<file path="config.mk">
export PLATFORM = sky130hd
export DESIGN_NAME = scan_decoder_n
export DESIGN_NICKNAME = d
export VERILOG_FILES = /design/src/rtl/scan_decoder_n.sv
export SDC_FILE = /design/constraint.sdc
export NUM_CORES = 1
export LEC_CHECK = 0
export ABC_AREA = 1
export CAP_MARGIN = 20
export CORE_AREA = 2 2 53 55
export DETAILED_ROUTE_END_ITERATION = 7
export DIE_AREA = 0 0 55 57
export PLACE_DENSITY = 0.72
export SLEW_MARGIN = 20
export SYNTH_ARGS = -nofsm -noshare
export SYNTH_HDL_FRONTEND = slang
export SYNTH_SLANG_ARGS = --single-unit
</file>
<file path="constraint.sdc">
create_clock -name clk -period 1.5 [get_ports clk]
set_input_delay 0.3 -clock clk [delete_from_list [all_inputs] [get_ports clk]]
set_output_delay 0.3 -clock clk [all_outputs]
set_load 0.03 [all_outputs]
</file>
<file path="src/rtl/scan_decoder_n.sv">
`timescale 1ns/1ps
// scan_decoder_n: registered 2^SEL_W active-low one-hot decoder with auto-scan.
// Define SCAN_BLANK_EN to insert one all-off cycle between scanned lines.
module scan_decoder_n #(
   parameter int SEL_W   = 2,
   parameter int DWELL_W = 8
) (
   input  logic                  clk,
   input  logic                  rst_n,
   input  logic                  enable_n,
   input  logic                  mode,
   input  logic [SEL_W-1:0]      sel,
   input  logic [DWELL_W-1:0]    dwell,
   output logic [0:(1<<SEL_W)-1] D_n,
   output logic [SEL_W-1:0]      cur_sel,
   output logic                  wrap
);

   localparam int NOUT = 1 << SEL_W;

   typedef enum logic [1:0] {
      IDLE,
      DIRECT,
`ifdef SCAN_BLANK_EN
      SCAN,
      BLANK
`else
      SCAN
`endif
   } state_t;

   state_t             state;
   logic [SEL_W-1:0]   idx;
   logic [DWELL_W-1:0] cnt;
   logic [SEL_W-1:0]   nxt_idx;

   assign nxt_idx = idx + SEL_W'(1);

   function automatic logic [0:NOUT-1] onehot_n(input logic [SEL_W-1:0] s);
      logic [0:NOUT-1] r;
      r    = '1;
      r[s] = 1'b0;
      return r;
   endfunction

   always_ff @(posedge clk or negedge rst_n) begin
      if (!rst_n) begin
         state   <= IDLE;
         idx     <= '0;
         cnt     <= '0;
         D_n     <= '1;
         cur_sel <= '0;
         wrap    <= 1'b0;
      end else if (enable_n) begin
         // disable wins over mode changes and dwell expiry
         state <= IDLE;
         idx   <= '0;
         cnt   <= '0;
         D_n   <= '1;
         wrap  <= 1'b0;
      end else begin
         wrap <= 1'b0;
         unique case (state)
            IDLE, DIRECT: begin
               if (mode) begin
                  state   <= SCAN;
                  idx     <= '0;
                  cnt     <= dwell;
                  D_n     <= onehot_n('0);
                  cur_sel <= '0;
               end else begin
                  state   <= DIRECT;
                  D_n     <= onehot_n(sel);
                  cur_sel <= sel;
               end
            end
            SCAN: begin
               if (!mode) begin
                  state   <= DIRECT;
                  D_n     <= onehot_n(sel);
                  cur_sel <= sel;
               end else if (cnt == '0) begin
`ifdef SCAN_BLANK_EN
                  state <= BLANK;
                  D_n   <= '1;
`else
                  idx     <= nxt_idx;
                  cnt     <= dwell;
                  D_n     <= onehot_n(nxt_idx);
                  cur_sel <= nxt_idx;
                  wrap    <= (nxt_idx == '0);
`endif
               end else begin
                  cnt <= cnt - DWELL_W'(1);
               end
            end
`ifdef SCAN_BLANK_EN
            BLANK: begin
               if (!mode) begin
                  state   <= DIRECT;
                  D_n     <= onehot_n(sel);
                  cur_sel <= sel;
               end else begin
                  state   <= SCAN;
                  idx     <= nxt_idx;
                  cnt     <= dwell;
                  D_n     <= onehot_n(nxt_idx);
                  cur_sel <= nxt_idx;
                  wrap    <= (nxt_idx == '0);
               end
            end
`endif
            default: begin
               state <= IDLE;
               D_n   <= '1;
            end
         endcase
      end
   end

endmodule
</file>
# ---- Yosys cells after proc, flatten, opt, wreduce, memory -nomap -nowiden
# Index checks and enable logic that the tools add are counted.
# Widths: inputs -> output; s select.
dict set report word_totals {
  ff_bits 19
  out_inout_bits 7
  elab_cells 66
}
dict set report classes {
  add_sub_neg 2
  magnitude_cmp 4
  eq_ne 8
  mux 30
  bitwise 5
  reduce_logical 11
}
# op count
set ops {}
lappend ops {{$mux 8} 4}
lappend ops {{$mux 2} 9}
lappend ops {{$mux 4} 4}
lappend ops {{$pmux 8 s2} 1}
lappend ops {{$ne 3x3->1 const B} 5}
lappend ops {{$pmux 2 s2} 3}
lappend ops {{$logic_not 8->1} 1}
lappend ops {{$not 4->4} 2}
lappend ops {{$pmux 4 s2} 1}
lappend ops {{$sub 8x1->8 const B} 1}
lappend ops {{$ge 3x3->1 const B} 2}
lappend ops {{$lt 3x1->1 const B} 2}
lappend ops {{$mux 1} 6}
lappend ops {{$not 2->3} 2}
lappend ops {{$reduce_and 3->1} 2}
lappend ops {{$demux 1 s2} 2}
lappend ops {{$logic_not 2->1} 2}
lappend ops {{$ne 4x4->1 const B} 1}
lappend ops {{$reduce_and 4->1} 1}
lappend ops {{$reduce_bool 3->1} 1}
lappend ops {{$add 2x1->2 const B} 1}
lappend ops {{$eq 2x1->1 const B} 1}
lappend ops {{$eq 2x2->1 const B} 1}
lappend ops {{$logic_and 1x1->1} 2}
lappend ops {{other kinds (3)} 3}

# ---- Longest topological paths before layout
# Gate-level depths: netlist of run 1.
dict set report depth {
  ltp_word 11
  mapped_depth 9
  ltp_nobuf 9
}

# ---- Least setup slack after synthesis of run 1
# OpenSTA, ideal clock, no wires.
dict set report synth_path {
  path_type {reg-to-reg}
  startpoint {register cnt[0]}
  endpoint {register cur_sel[0]}
  arrival_time_ps 1205
  required_time_ps 1382
  slack_ps 177
  stages_incl_launch_ff 10
  synth_period_minus_slack_ps 1323
  cell_sequence {dfrtp_1 inv_1 ha_1 nand2_1 nor2_4 nor2_8 nand2_2 nand2_1 nand2_1 nand2_1}
}
dict set report synth_via {
  elab_chain_len 3
}
# element line_no
set synth_lines {}
lappend synth_lines {{start, declared} 34} ;# logic [DWELL_W-1:0] cnt;
lappend synth_lines {{start signal, assigned} 68} ;# cnt <= dwell;
lappend synth_lines {{start signal, assigned} 88} ;# cnt <= dwell;
lappend synth_lines {{start signal, assigned} 94} ;# cnt <= cnt - DWELL_W'(1);
lappend synth_lines {{$logic_not 8->1} 82} ;# end else if (cnt == '0) begin
lappend synth_lines {{$ne 3x3->1 (no line)} n/a}
lappend synth_lines {{$reduce_and 3->1 (no line)} n/a}
lappend synth_lines {{end signal, assigned} 74} ;# cur_sel <= sel;
lappend synth_lines {{end signal, assigned} 81} ;# cur_sel <= sel;
lappend synth_lines {{end signal, assigned} 90} ;# cur_sel <= nxt_idx;
lappend synth_lines {{end, declared} 15} ;# output logic [SEL_W-1:0] cur_sel,
# No other way between the ends.
# A chain may end at the register's enable or synchronous reset.

# ---- Final worst setup path of run 1
dict set report layout_path {
  startpoint {register D_n[0] in the netlist's numbering}
  endpoint {output D_n[0] in the netlist's numbering}
}
# element line_no
set layout_rtl {}
lappend layout_rtl {{start, declared} 14} ;# output logic [0:(1<<SEL_W)-1] D_n,
lappend layout_rtl {{start signal, assigned} 69} ;# D_n <= onehot_n('0);
lappend layout_rtl {{start signal, assigned} 73} ;# D_n <= onehot_n(sel);
lappend layout_rtl {{start signal, assigned} 80} ;# D_n <= onehot_n(sel);
# No word-level cell between the ends.

==> flow_metrics.tcl, run 1 <==
set metrics [dict create \
    cts_made_buffers 3 \
    min_path_type "in2async" \
    end_kind "primary output" \
    netlist-cell-type-count 24 \
    synthTopCellsByArea "dfrtp_1 (30%), nand2_1 (21%), dfstp_2 (8.3%), inv_1 (7.7%), nand3_1 (7.5%)" \
    cts-root-buf "clkbuf_4" \
    dieArea_um2 3140 \
    max_freq_mhz 692 \
    crit_type "reg2out" \
    p_seq_frac 0.469 \
    nFillCells 245 \
    fp.dieW_um 55 \
    grt_pass1_wl_um 5020 \
    critPathLaunchType "flip-flop" \
    worstMarginPinSlew_ns 0.309 \
    regArea_um2 480 \
    crit_cells 1 \
    cap_violations 0 \
    final_antenna_net_count 0 \
    place_ws_ns -0.00935 \
    insertedDiodeCount 0 \
    first_iter_violations 30 \
    crit_required_ns 1.20 \
    yosys.area.top_type "dfrtp_1" \
    p_comb_frac 0.308 \
    synth_fp_nets 199 \
    crit_chain "clkdlybuf4s15_2" \
    p_sw_frac 0.346 \
    grt_overflow 0 \
    synth_commonest_cells "nand2_1 (70), inv_1 (26), nand3_1 (19), dfrtp_1 (15), nor2_1 (9)" \
    start_util 0.482 \
    hpwl_um 2260 \
    final_util 0.619 \
    synthCells 179 \
    leakage_nw 0.905 \
    critPathTopFamily "flip-flops" \
    setup_ws_ns 0.0542 \
    arrival_ns 1.15 \
    slew_headroom 0.795 \
    htreeDepth 1 \
    multi_input_area_um2 672 \
    ios 21 \
    peakVddDrop_mv 0.548 \
    synth-edff-count 0 \
    power_density_nw_per_um2 768 \
    post-synth-top-count-cell "nand2_1" \
    slew_viol_final 0 \
    skew_ns 0.00109 \
    fp.coreArea_um2 2620 \
    avgSynthCellArea_um2 7.05 \
    syn_area_um2 1260 \
    port_buffers 20 \
    crit_buf_inv 1 \
    cts_tree "done" \
    wl_um 2930 \
    stdcell_count 245 \
    gp_congestion 0.875 \
    synth_top_area_share 0.298 \
    clk_latency_ns 0.30 \
    finalCritPeriodShare 0.964 \
    dr.pass1.iters 4 \
    hold_viol_final 0 \
    ys_async_sr_fraction 1.00 \
    synth_flop_cell "dfrtp_1" \
    area_growth_pct 28.3 \
    ys_warn_count 0 \
    dr_total_vias 1227 \
    rsz0062_at_grt "no" \
    period_needed_ns 1.45 \
    yosys_register_bits 19 \
    fin_nets 235 \
    dp.cells 240 \
    netSwitchingPower_w 0.000430 \
    antenna_found_initial 0 \
    crit_fanout 2 \
    drive_gt1_frac 0.159 \
    clock_power_share 0.223 \
    wl_per_cell_um 12.0 \
    grt_pass1_vias 1171 \
    rows 19 \
    grt_max_degree 20 \
    clockBufferDepth 2 \
    rr_worst_depth 8 \
    slowest_stage "dfstp_2" \
    setup_violations 0 \
    drc 0 \
    gr-usage-all-layers 0.212 \
    status "finished, final reports clean" \
    ys_seq_area_frac 0.381 \
    die_y_um 57 \
    path_clk_slew_ns 0.12 \
    via_per_inst 5.01 \
    cts_sinks 19 \
    power.internal_w 0.000812 \
    cp_slowest_stage_delay_ns 0.55 \
]
==> layout by cell type, fill, tap and decap left out, drive strengths merged <==
master and n:
dfrtp 15, nand3 20, xor2 2, nand2 72, dlygate4sd2 3, inv 29, clkdlybuf4s15 4, nor4 1
nor2 13, xnor2 1, buf 12, nand4 3, clkbuf 4, ha 6, dfstp 4, clkdlybuf4s50 13
o21ai 8, a21oi 2, o2111ai 1, o31ai 1
==> path summary, 6_finish.rpt <==
path / start / endpoint / slack (ns)
worst min-delay path: rst_n / cur_sel[1] / 0.33
worst max register to register: cnt[4] / cur_sel[1] / 0.11
worst min register to register: cur_sel[0] / cur_sel[0] / 0.48
min in group clk: cur_sel[0] / cur_sel[0] / 0.48
max in group asynchronous: rst_n / D_n[2] / 0.90
worst max-delay path: D_n[0] / D_n[0] / 0.05
==> layer usage <==
| metal | vias to the layer above | share of wire | track usage |
|---|---|---|---|
| li1 | 624 | - | - |
| met1 | 571 | 0.48 | 0.306 |
| met2 | 28 | 0.47 | 0.332 |
| met3 | 4 | 0.037 | 0.0236 |
| met4 | 0 | 0.0065 | 0.0662 |
| met5 | - | 0 | 0 |
==> logic make-up after synthesis <==
kind of cell / count (synthesis) / synth area share
compound gates: 12 / 0.0556
xor+xnor: 3 / 0.0208
fa+ha+maj: 6 / 0.0595
buf+inv: 30 / 0.0903
flops: 19 / 0.381
simple gates: 109 / 0.393
==> flip-flops by register name, summed over array words and instances, names as in the netlist <==
name and count:
cur_sel 2, D_n 4, cnt 8, idx 2
state 2, wrap 1
==> stage by stage <==
stage                     hold WS [ns]  area [um2]  total power, W  setup TNS [ns]
after floorplan                0.00441        1260        0.000824               0
after global placement           0.458        1580        0.000962               0
after detailed placement         0.464        1580        0.000970         -0.0185
after CTS                        0.324        1610         0.00124               0
after global routing             0.348        1620         0.00132               0
final                            0.325        1620         0.00124               0
==> power groups by stage <==
stage,sequential [W],combinational [W],clock (W)
after CTS,0.000582,0.000373,0.000283
after global routing,0.000587,0.000432,0.000305
after floorplan,0.000616,0.000208,0
final,0.000582,0.000382,0.000277
after global placement,0.000590,0.000372,0
after detailed placement,0.000592,0.000378,0
==> repair_timing <==
action	in CTS	in global routing
pin swaps	0	1
buffers inserted	0	1
endpoints found under the setup margin	7	7
resized for setup	15	2
hold buffers	0	0
==> layout make-up <==
class | instances | area share
inverters | 29 | 0.0673
well taps | 31 | 0.0240
repair buffers | 32 | 0.180
flip-flops and latches | 19 | 0.297
multi-input cells | 130 | 0.415
clock buffers | 4 | 0.0162
Note: power is estimated with default switching activity, not from simulation.
==> inputs of run 2 (changes only) <==
--- a/config.mk
+++ b/config.mk
@@ -6,7 +6,7 @@
 export NUM_CORES = 1
 export LEC_CHECK = 0
 export ABC_AREA = 1
-export CAP_MARGIN = 20
+export CAP_MARGIN = 0
 export CORE_AREA = 2 2 53 55
 export DETAILED_ROUTE_END_ITERATION = 7
 export DIE_AREA = 0 0 55 57
==> constraint.sdc (replaced) <==
create_clock -name clk -period 1.5 [get_ports clk]
set_input_delay 0.225 -clock clk [delete_from_list [all_inputs] [get_ports clk]]
set_output_delay 0.225 -clock clk [all_outputs]
set_load 0.03 [all_outputs]
==> run 2 against run 1 <==
  * Fmax down 0.90%
  * Cell count down 0.41%
  * Critical path depth unchanged
  * Combinational power down 2%
  * Largest cell class unchanged
  * Highest routed layer unchanged
==> flow_metrics.tcl, run 2 (synthesis gave the netlist of run 1 again) <==
set metrics [dict create \
    fp.dieW_um 55 \
    postCtsHoldBufs 0 \
    final_common_cell "nand2_1" \
    power_density_nw_per_um2 765 \
    rsz0062_at_grt "no" \
    rr_worst_depth 6 \
    design_area_um2 1610 \
    rows 19 \
    rr_endpoint "D_n[3]" \
    grt_max_degree 20 \
    leakage_nw 0.891 \
    largest_reg_flops 8 \
    crit_chain "dlygate4sd2_1" \
    cp_slowest_stage_delay_ns 0.54 \
    drive_gt1_frac 0.150 \
    slowest_stage "dfstp_2" \
    crit_fanout 2 \
    crit_cells 1 \
    fin_nets 234 \
    ios 21 \
    period_needed_ns 1.46 \
    setup_tns_ns 0 \
    holdWs_ns 0.240 \
    wl_per_cell_um 11.7 \
    grt_pass1_wl_um 5010 \
    status "finished, final reports clean" \
    dieArea_um2 3140 \
    finalCritPeriodShare 0.973 \
    antenna_found_initial 0 \
    setup_violations 0 \
    final_antenna_net_count 0 \
    max_freq_mhz 685 \
    worstMarginPinSlew_ns 0.308 \
    htreeDepth 1 \
    ff2ff_setup_slack_ns 0.09 \
    end_kind "primary output" \
    slew_viol_final 0 \
    skew_ns 0.00681 \
    area_growth_pct 27.5 \
    clk_latency_ns 0.30 \
    grt_pass1_vias 1115 \
    dr_total_vias 1196 \
    placed_area_um2 1570 \
    slew_headroom 0.795 \
    via_per_inst 4.90 \
    path_clk_slew_ns 0.12 \
    clockBufferDepth 2 \
    start_util 0.482 \
    reg2reg_from "state[0]" \
    gp_congestion 0.911 \
    cts-root-buf "clkbuf_4" \
    min_path_type "in2async" \
    grt_overflow 0 \
    crit_buf_inv 1 \
    critPathLaunchType "flip-flop" \
    cts_sinks 19 \
    port_buffers 20 \
    hpwl_um 2260 \
    crit_type "reg2out" \
    cts_tree "done" \
    drc 0 \
    crit_start "D_n[0]" \
    critPathTopFamily "flip-flops" \
    dr.pass1.iters 4 \
    wl_um 2850 \
    final_util 0.615 \
    nFillCells 261 \
    arrival_ns 1.23 \
    cap_violations 0 \
    gr-usage-all-layers 0.212 \
    first_iter_violations 29 \
    peakVddDrop_mv 0.554 \
    insertedDiodeCount 0 \
    top_register "cnt" \
    hold_viol_final 0 \
    fp.coreArea_um2 2620 \
    die_y_um 57 \
    crit_required_ns 1.27 \
    largestRegisters "cnt x8, D_n x4" \
    cts_made_buffers 3 \
    layout_common_cells "nand2_1 (70), inv_1 (26), nand3_1 (19)" \
]
## run 2: changes by cell type in the layout (fill, tap and decap cells not counted), sizes merged
cell	change
buf	-1
clkdlybuf4s15	-2
dlygate4sd2	+2
## run 2: timing repair
item / 4_1_cts / 5_1_grt
endpoints found under the setup margin: 7 / 8
pin swaps: 0 / 1
gates resized for setup: 7 / 7
buffers inserted: 0 / 1
## run 2: worst max path at each step
| stage | end | slack (ns) |
|---|---|---|
| after floorplan | cur_sel[0] | 0.18 |
| final | D_n[0] | 0.04 |
| after global placement | D_n[1] | 0.04 |
| after CTS | D_n[2] | 0.03 |
| after detailed placement | D_n[1] | 0.05 |
| after global routing | cur_sel[1] | 0.0003 |
## run 2: layer usage
| metal | track usage | vias up | routed length [um] |
|---|---|---|---|
| met4 | 0.0418 | 0 | 32 |
| met1 | 0.304 | 545 | 1340 |
| met2 | 0.344 | 22 | 1350 |
| li1 | - | 625 | - |
| met5 | 0 | - | 0 |
| met3 | 0.0236 | 4 | 125 |
## run 2: cell type report
type	count	area, um2	share of cell area
inverter	29	109	0.0677
sequential	19	483	0.300
multi-input combinational	130	674	0.419
clock buffer	4	26.3	0.0163
timing repair buffer	31	277	0.172
tap	31	38.8	0.0241
## run 2: stage by stage
step	setup slack [ns]	std cells	total power, W
6_report	0.0410	244	0.00123
4_1_cts	0.0300	243	0.00123
3_3_place_gp	0.0444	239	0.000960
5_1_grt	0.000252	244	0.00132
3_5_place_dp	0.0492	239	0.000967
2_1_floorplan	0.177	179	0.000824
## run 2: report_power, final
part           total (W)  internal, W  switching (W)
registers       0.000584     0.000551      0.0000328
logic           0.000376     0.000154       0.000222
clock network   0.000270     0.000104       0.000166
total            0.00123     0.000809       0.000421
==> inputs of run 3 (changes only) <==
--- a/config.mk
+++ b/config.mk
@@ -7,9 +7,9 @@
 export LEC_CHECK = 0
 export ABC_AREA = 1
 export CAP_MARGIN = 0
-export CORE_AREA = 2 2 53 55
+export CORE_AREA = 5 5 56 58
 export DETAILED_ROUTE_END_ITERATION = 7
-export DIE_AREA = 0 0 55 57
+export DIE_AREA = 0 0 61 63
 export PLACE_DENSITY = 0.72
 export SLEW_MARGIN = 20
 export SYNTH_ARGS = -nofsm -noshare
==> run 3 against run 2 <==
  * Combinational power hardly changed
  * Core utilization is 0.48 points lower
  * Count of clock-buffer cells in the layout did not move
  * Die area is 23% higher
  * Global-route usage shrank 5.1 points
  * Worst setup slack better by 0.019 ns
  * First-iteration DRC count shrank 21%
  * Flip-flop and latch count did not move
  * Clock skew down 0.0038 ns
  * Via count is 0.59% higher
  * Fmax is 1.3% higher
  * Critical path depth unchanged
==> flow_metrics.tcl, run 3 (synthesis gave the netlist of run 1 again) <==
set metrics [dict create \
    nFillCells 243 \
    first_iter_violations 23 \
    cap_violations 0 \
    regArea_um2 482 \
    grt_pass1_vias 1071 \
    fp.coreArea_um2 2620 \
    fin_nets 231 \
    rr_worst_depth 8 \
    grt.busiest_layer "met2" \
    arrival_ns 1.22 \
    critPathTopFamily "flip-flops" \
    rows 19 \
    reg2reg_from "cnt[2]" \
    ff2ff_setup_slack_ns 0.11 \
    setup_ws_ns 0.0600 \
    largest_reg_flops 8 \
    hpwl_um 2120 \
    use_met3 0.0248 \
    setup_violations 0 \
    placed_area_um2 1540 \
    grt_max_degree 20 \
    port_buffers 20 \
    finalCritPeriodShare 0.960 \
    peakVddDrop_mv 0.533 \
    gp_congestion 0.907 \
    insertedDiodeCount 0 \
    place_ws_ns 0.0147 \
    dr.pass1.iters 4 \
    crit_required_ns 1.27 \
    leakage_nw 0.880 \
    slew_viol_final 0 \
    crit_buf_inv 1 \
    cts_made_buffers 3 \
    crit_fanout 2 \
    worstMarginPinSlew_ns 0.312 \
    htreeDepth 1 \
    largestRegisters "cnt x8, D_n x4" \
    clockBufferDepth 2 \
    power_density_nw_per_um2 777 \
    top_register "cnt" \
    min_path_type "in2async" \
    end_kind "primary output" \
    dp.cells 235 \
    crit_cells 1 \
    crit_type "reg2out" \
    crit_start "D_n[2]" \
    clock_power_share 0.225 \
    stdcell_count 241 \
    wl_um 2870 \
    critPathLaunchType "flip-flop" \
    antenna_found_initial 0 \
    grt_pass1_wl_um 4730 \
    cts-root-buf "clkbuf_4" \
    cp_slowest_stage_delay_ns 0.55 \
    dieArea_um2 3840 \
    rr_endpoint "cur_sel[0]" \
    dr_total_vias 1203 \
    grt_overflow 0 \
    die_y_um 63 \
    design_area_um2 1600 \
    p_seq_frac 0.473 \
    power.internal_w 0.000803 \
    crit_chain "clkdlybuf4s15_1" \
    via_per_inst 4.99 \
    period_needed_ns 1.44 \
    ios 21 \
    slowest_stage "dfstp_2" \
    drive_gt1_frac 0.143 \
    met1_usage 0.203 \
    max_freq_mhz 694 \
    rsz0062_at_grt "no" \
    crit_path_end "D_n[2]" \
    slew_headroom 0.793 \
    area_growth_pct 26.5 \
    start_util 0.482 \
    multi_input_area_um2 691 \
    final_antenna_net_count 0 \
    netSwitchingPower_w 0.000437 \
    gr-usage-all-layers 0.161 \
    p_comb_frac 0.302 \
    setup_tns_ns 0 \
    final_common_cell "nand2_1" \
    grt_util_met2 0.267 \
    layout_common_cells "nand2_1 (69), inv_1 (26), nand3_1 (19)" \
    skew_ns 0.00306 \
    cts_sinks 19 \
    hold_viol_final 0 \
    drc 0 \
    fp.dieW_um 61 \
    clk_latency_ns 0.31 \
    p_sw_frac 0.352 \
    status "finished, final reports clean" \
    cts_tree "done" \
    wl_per_cell_um 11.9 \
    holdWs_ns 0.236 \
    path_clk_slew_ns 0.12 \
]
-- run 3: repair_timing --
item / in CTS / in global routing
endpoints found under the setup margin: 7 / 15
setup buffers: 0 / 1
pin swaps: 0 / 2
gates cloned: 0 / 1
gates resized for setup: 7 / 11
hold buffers: 0 / 0
-- run 3: how the worst min path moves through the flow --
stage / start / slack (ns) / to / depth (start not counted)
after floorplan: rst_n / -0.07 / cnt[0] / 0
after global placement: D_n[3] / 0.46 / D_n[3] / 2
after detailed placement: D_n[0] / 0.46 / D_n[0] / 2
after CTS: rst_n / 0.24 / cur_sel[0] / 2
after global routing: rst_n / 0.27 / cnt[1] / 2
final: rst_n / 0.24 / cur_sel[0] / 2
-- run 3: per-layer routing --
layer / share of wire / vias up
met5: 0 / -
met4: 0.018 / 0
met3: 0.055 / 5
met2: 0.49 / 33
met1: 0.44 / 542
li1: - / 623
-- run 3: area by class of cell --
cell class | count | area share
clock buffer | 4 | 0.0165
timing repair buffer | 27 | 0.156
tap | 31 | 0.0243
sequential | 19 | 0.302
multi-input combinational | 131 | 0.433
inverter | 29 | 0.0682
-- run 3: metrics by stage --
step | total power (W) | util
after detailed placement | 0.000958 | 0.589
after CTS | 0.00123 | 0.596
after global routing | 0.00132 | 0.610
after global placement | 0.000952 | 0.589
after floorplan | 0.000824 | -
final | 0.00124 | 0.610
-- run 3: power by group through the flow --
| stage | sequential [W] | clock, W | combinational (W) |
|---|---|---|---|
| floorplan | 0.000616 | 0 | 0.000208 |
| global placement | 0.000592 | 0 | 0.000360 |
| CTS | 0.000583 | 0.000287 | 0.000358 |
| global route | 0.000591 | 0.000306 | 0.000421 |
| finish | 0.000586 | 0.000279 | 0.000374 |
| detailed placement | 0.000592 | 0 | 0.000365 |
==> RTL change, RTL diff (flow settings as in run 3) <==
Change the parameter `DWELL_W` from 8 to 10.
--- a/src/rtl/scan_decoder_n.sv
+++ b/src/rtl/scan_decoder_n.sv
@@ -3,7 +3,7 @@
 // Define SCAN_BLANK_EN to insert one all-off cycle between scanned lines.
 module scan_decoder_n #(
    parameter int SEL_W   = 2,
-   parameter int DWELL_W = 8
+   parameter int DWELL_W = 10
 ) (
    input  logic                  clk,
    input  logic                  rst_n,
Interface: changed (resized dwell); port bits go from 21 to 23. No check against the original RTL was run, so the function may have changed too.
==> RTL change against run 3 <==
Final area up 16%; sequential cell count grew 2; area after synthesis increased by 13%; hold slack gained 0.015 ns; routed wire length increased by 19%; worst setup slack better by 0.0044 ns; power grew 15%; sequential share of layout area decreased by 1.5 points; critical endpoint is now D_n[3].
==> RTL change: results (changes against run 3) <==
{| class="wikitable"
! Metric !! Value
|-
| Status || completed (unchanged)
|-
| Number of nets in the finished design || 260 (was 231)
|-
| Synthesized area divided by synthesized cell count || 7.11 um2 (was 7.05 um2)
|-
| GRT Total Usage || 19.1% (was 16.1%)
|-
| Syn nets || 221 (was 199)
|-
| Switching component of the power || 0.498 mW (was 0.437 mW)
|-
| Area fraction in compound gates after synthesis || 6.77% (was 5.56%)
|-
| Reg-to-reg startpoint || cnt[1]$_DFFE_PN0P_ (was cnt[2]$_DFFE_PN0P_)
|-
| Area of placed instances || 1720 um2 (was 1540 um2)
|-
| Setup crit start || D_n[3]$_DFFE_PN1P_ (was D_n[2]$_DFFE_PN1P_)
|-
| DP HPWL || 2540 um (was 2120 um)
|-
| Largest net degree at the start of global routing || 22 (was 20)
|-
| Placer's final routability congestion estimate || 0.895 (was 0.907)
|-
| Routed vias || 1411 (was 1203)
|-
| Overall routed net length || 3430 um (was 2870 um)
|-
| CP peak stage delay || 0.55 ns (about the same)
|-
| Port bufs || 22 (was 20)
|-
| R2R setup slack || 0.07 ns (was 0.11 ns)
|-
| Upper clock frequency limit || 697 MHz (was 694 MHz)
|-
| VDD IR-drop max || 639 uV (was 533 uV)
|-
| Cts repair resizes || 15 (was 7)
|-
| Static Leak || 0.952 nW (was 0.880 nW)
|-
| Wire length per cell after detailed routing || 12.8 um (was 11.9 um)
|-
| Destination of the worst register-to-register timing path || cnt[1]$_DFFE_PN0P_ (was cur_sel[0]$_DFFE_PN0P_)
|-
| Arithmetic-cell share of the synthesized area counting full adders, half adders and majority gates || 4.40% (was 5.95%)
|-
| Hold slack final || 0.250 ns (was 0.236 ns)
|-
| Most used standard cells in the synthesized netlist || sky130_fd_sc_hd__nand2_1, sky130_fd_sc_hd__inv_1, sky130_fd_sc_hd__nand3_1 (unchanged)
|-
| Post-place setup slack || -0.0813 ns (was 0.0147 ns)
|-
| Fraction of final layout cells with drive strength greater than 1 || 20.2% (was 14.3%)
|-
| Cell internal power dissipation || 0.923 mW (was 0.803 mW)
|-
| Tightest Pin Transition || 0.326 ns (was 0.312 ns)
|-
| Worst R2R Path Depth || 9 (was 8)
|-
| Number of violations reported at the end of detailed-routing iteration 0 || 67 (was 23)
|-
| First-pass GRT wire length || 5710 um (was 4730 um)
|-
| Synth unique cells || 26 (was 24)
|-
| Endpoint of the most critical setup path || D_n[3] (was D_n[2])
|-
| Share of the synthesized netlist area taken by xor and xnor gates || 1.85% (was 2.08%)
|-
| Final Skew || 0.00914 ns (was 0.00306 ns)
|}
## RTL change: how the worst min path moves through the flow
| stage | start | end | depth (start not counted) |
|---|---|---|---|
| floorplan | rst_n | cnt[0]$_DFFE_PN0P_ | 0 |
| global placement | D_n[2]$_DFFE_PN1P_ | D_n[2]$_DFFE_PN1P_ | 2 |
| detailed placement | D_n[1]$_DFFE_PN1P_ | D_n[1]$_DFFE_PN1P_ | 2 |
| CTS | rst_n | cnt[6]$_DFFE_PN0P_ | 2 |
| global route | rst_n | cnt[6]$_DFFE_PN0P_ | 2 |
| finish | rst_n | cnt[6]$_DFFE_PN0P_ | 2 |
## RTL change: per-layer routing
metal	wire [um]	global-route usage, %
met5	0	0
met4	41	6.78
met3	124	2.89
met2	1800	31.7
met1	1460	24.4
## RTL change: area by class of cell
cell class / count / area (um2)
fillers: 217 / 763
repair buffers: 38 / 340
multi-input cells: 146 / 802
inverters: 29 / 114
flip-flops and latches: 21 / 531
clock buffers: 4 / 26.3
well taps: 31 / 38.8
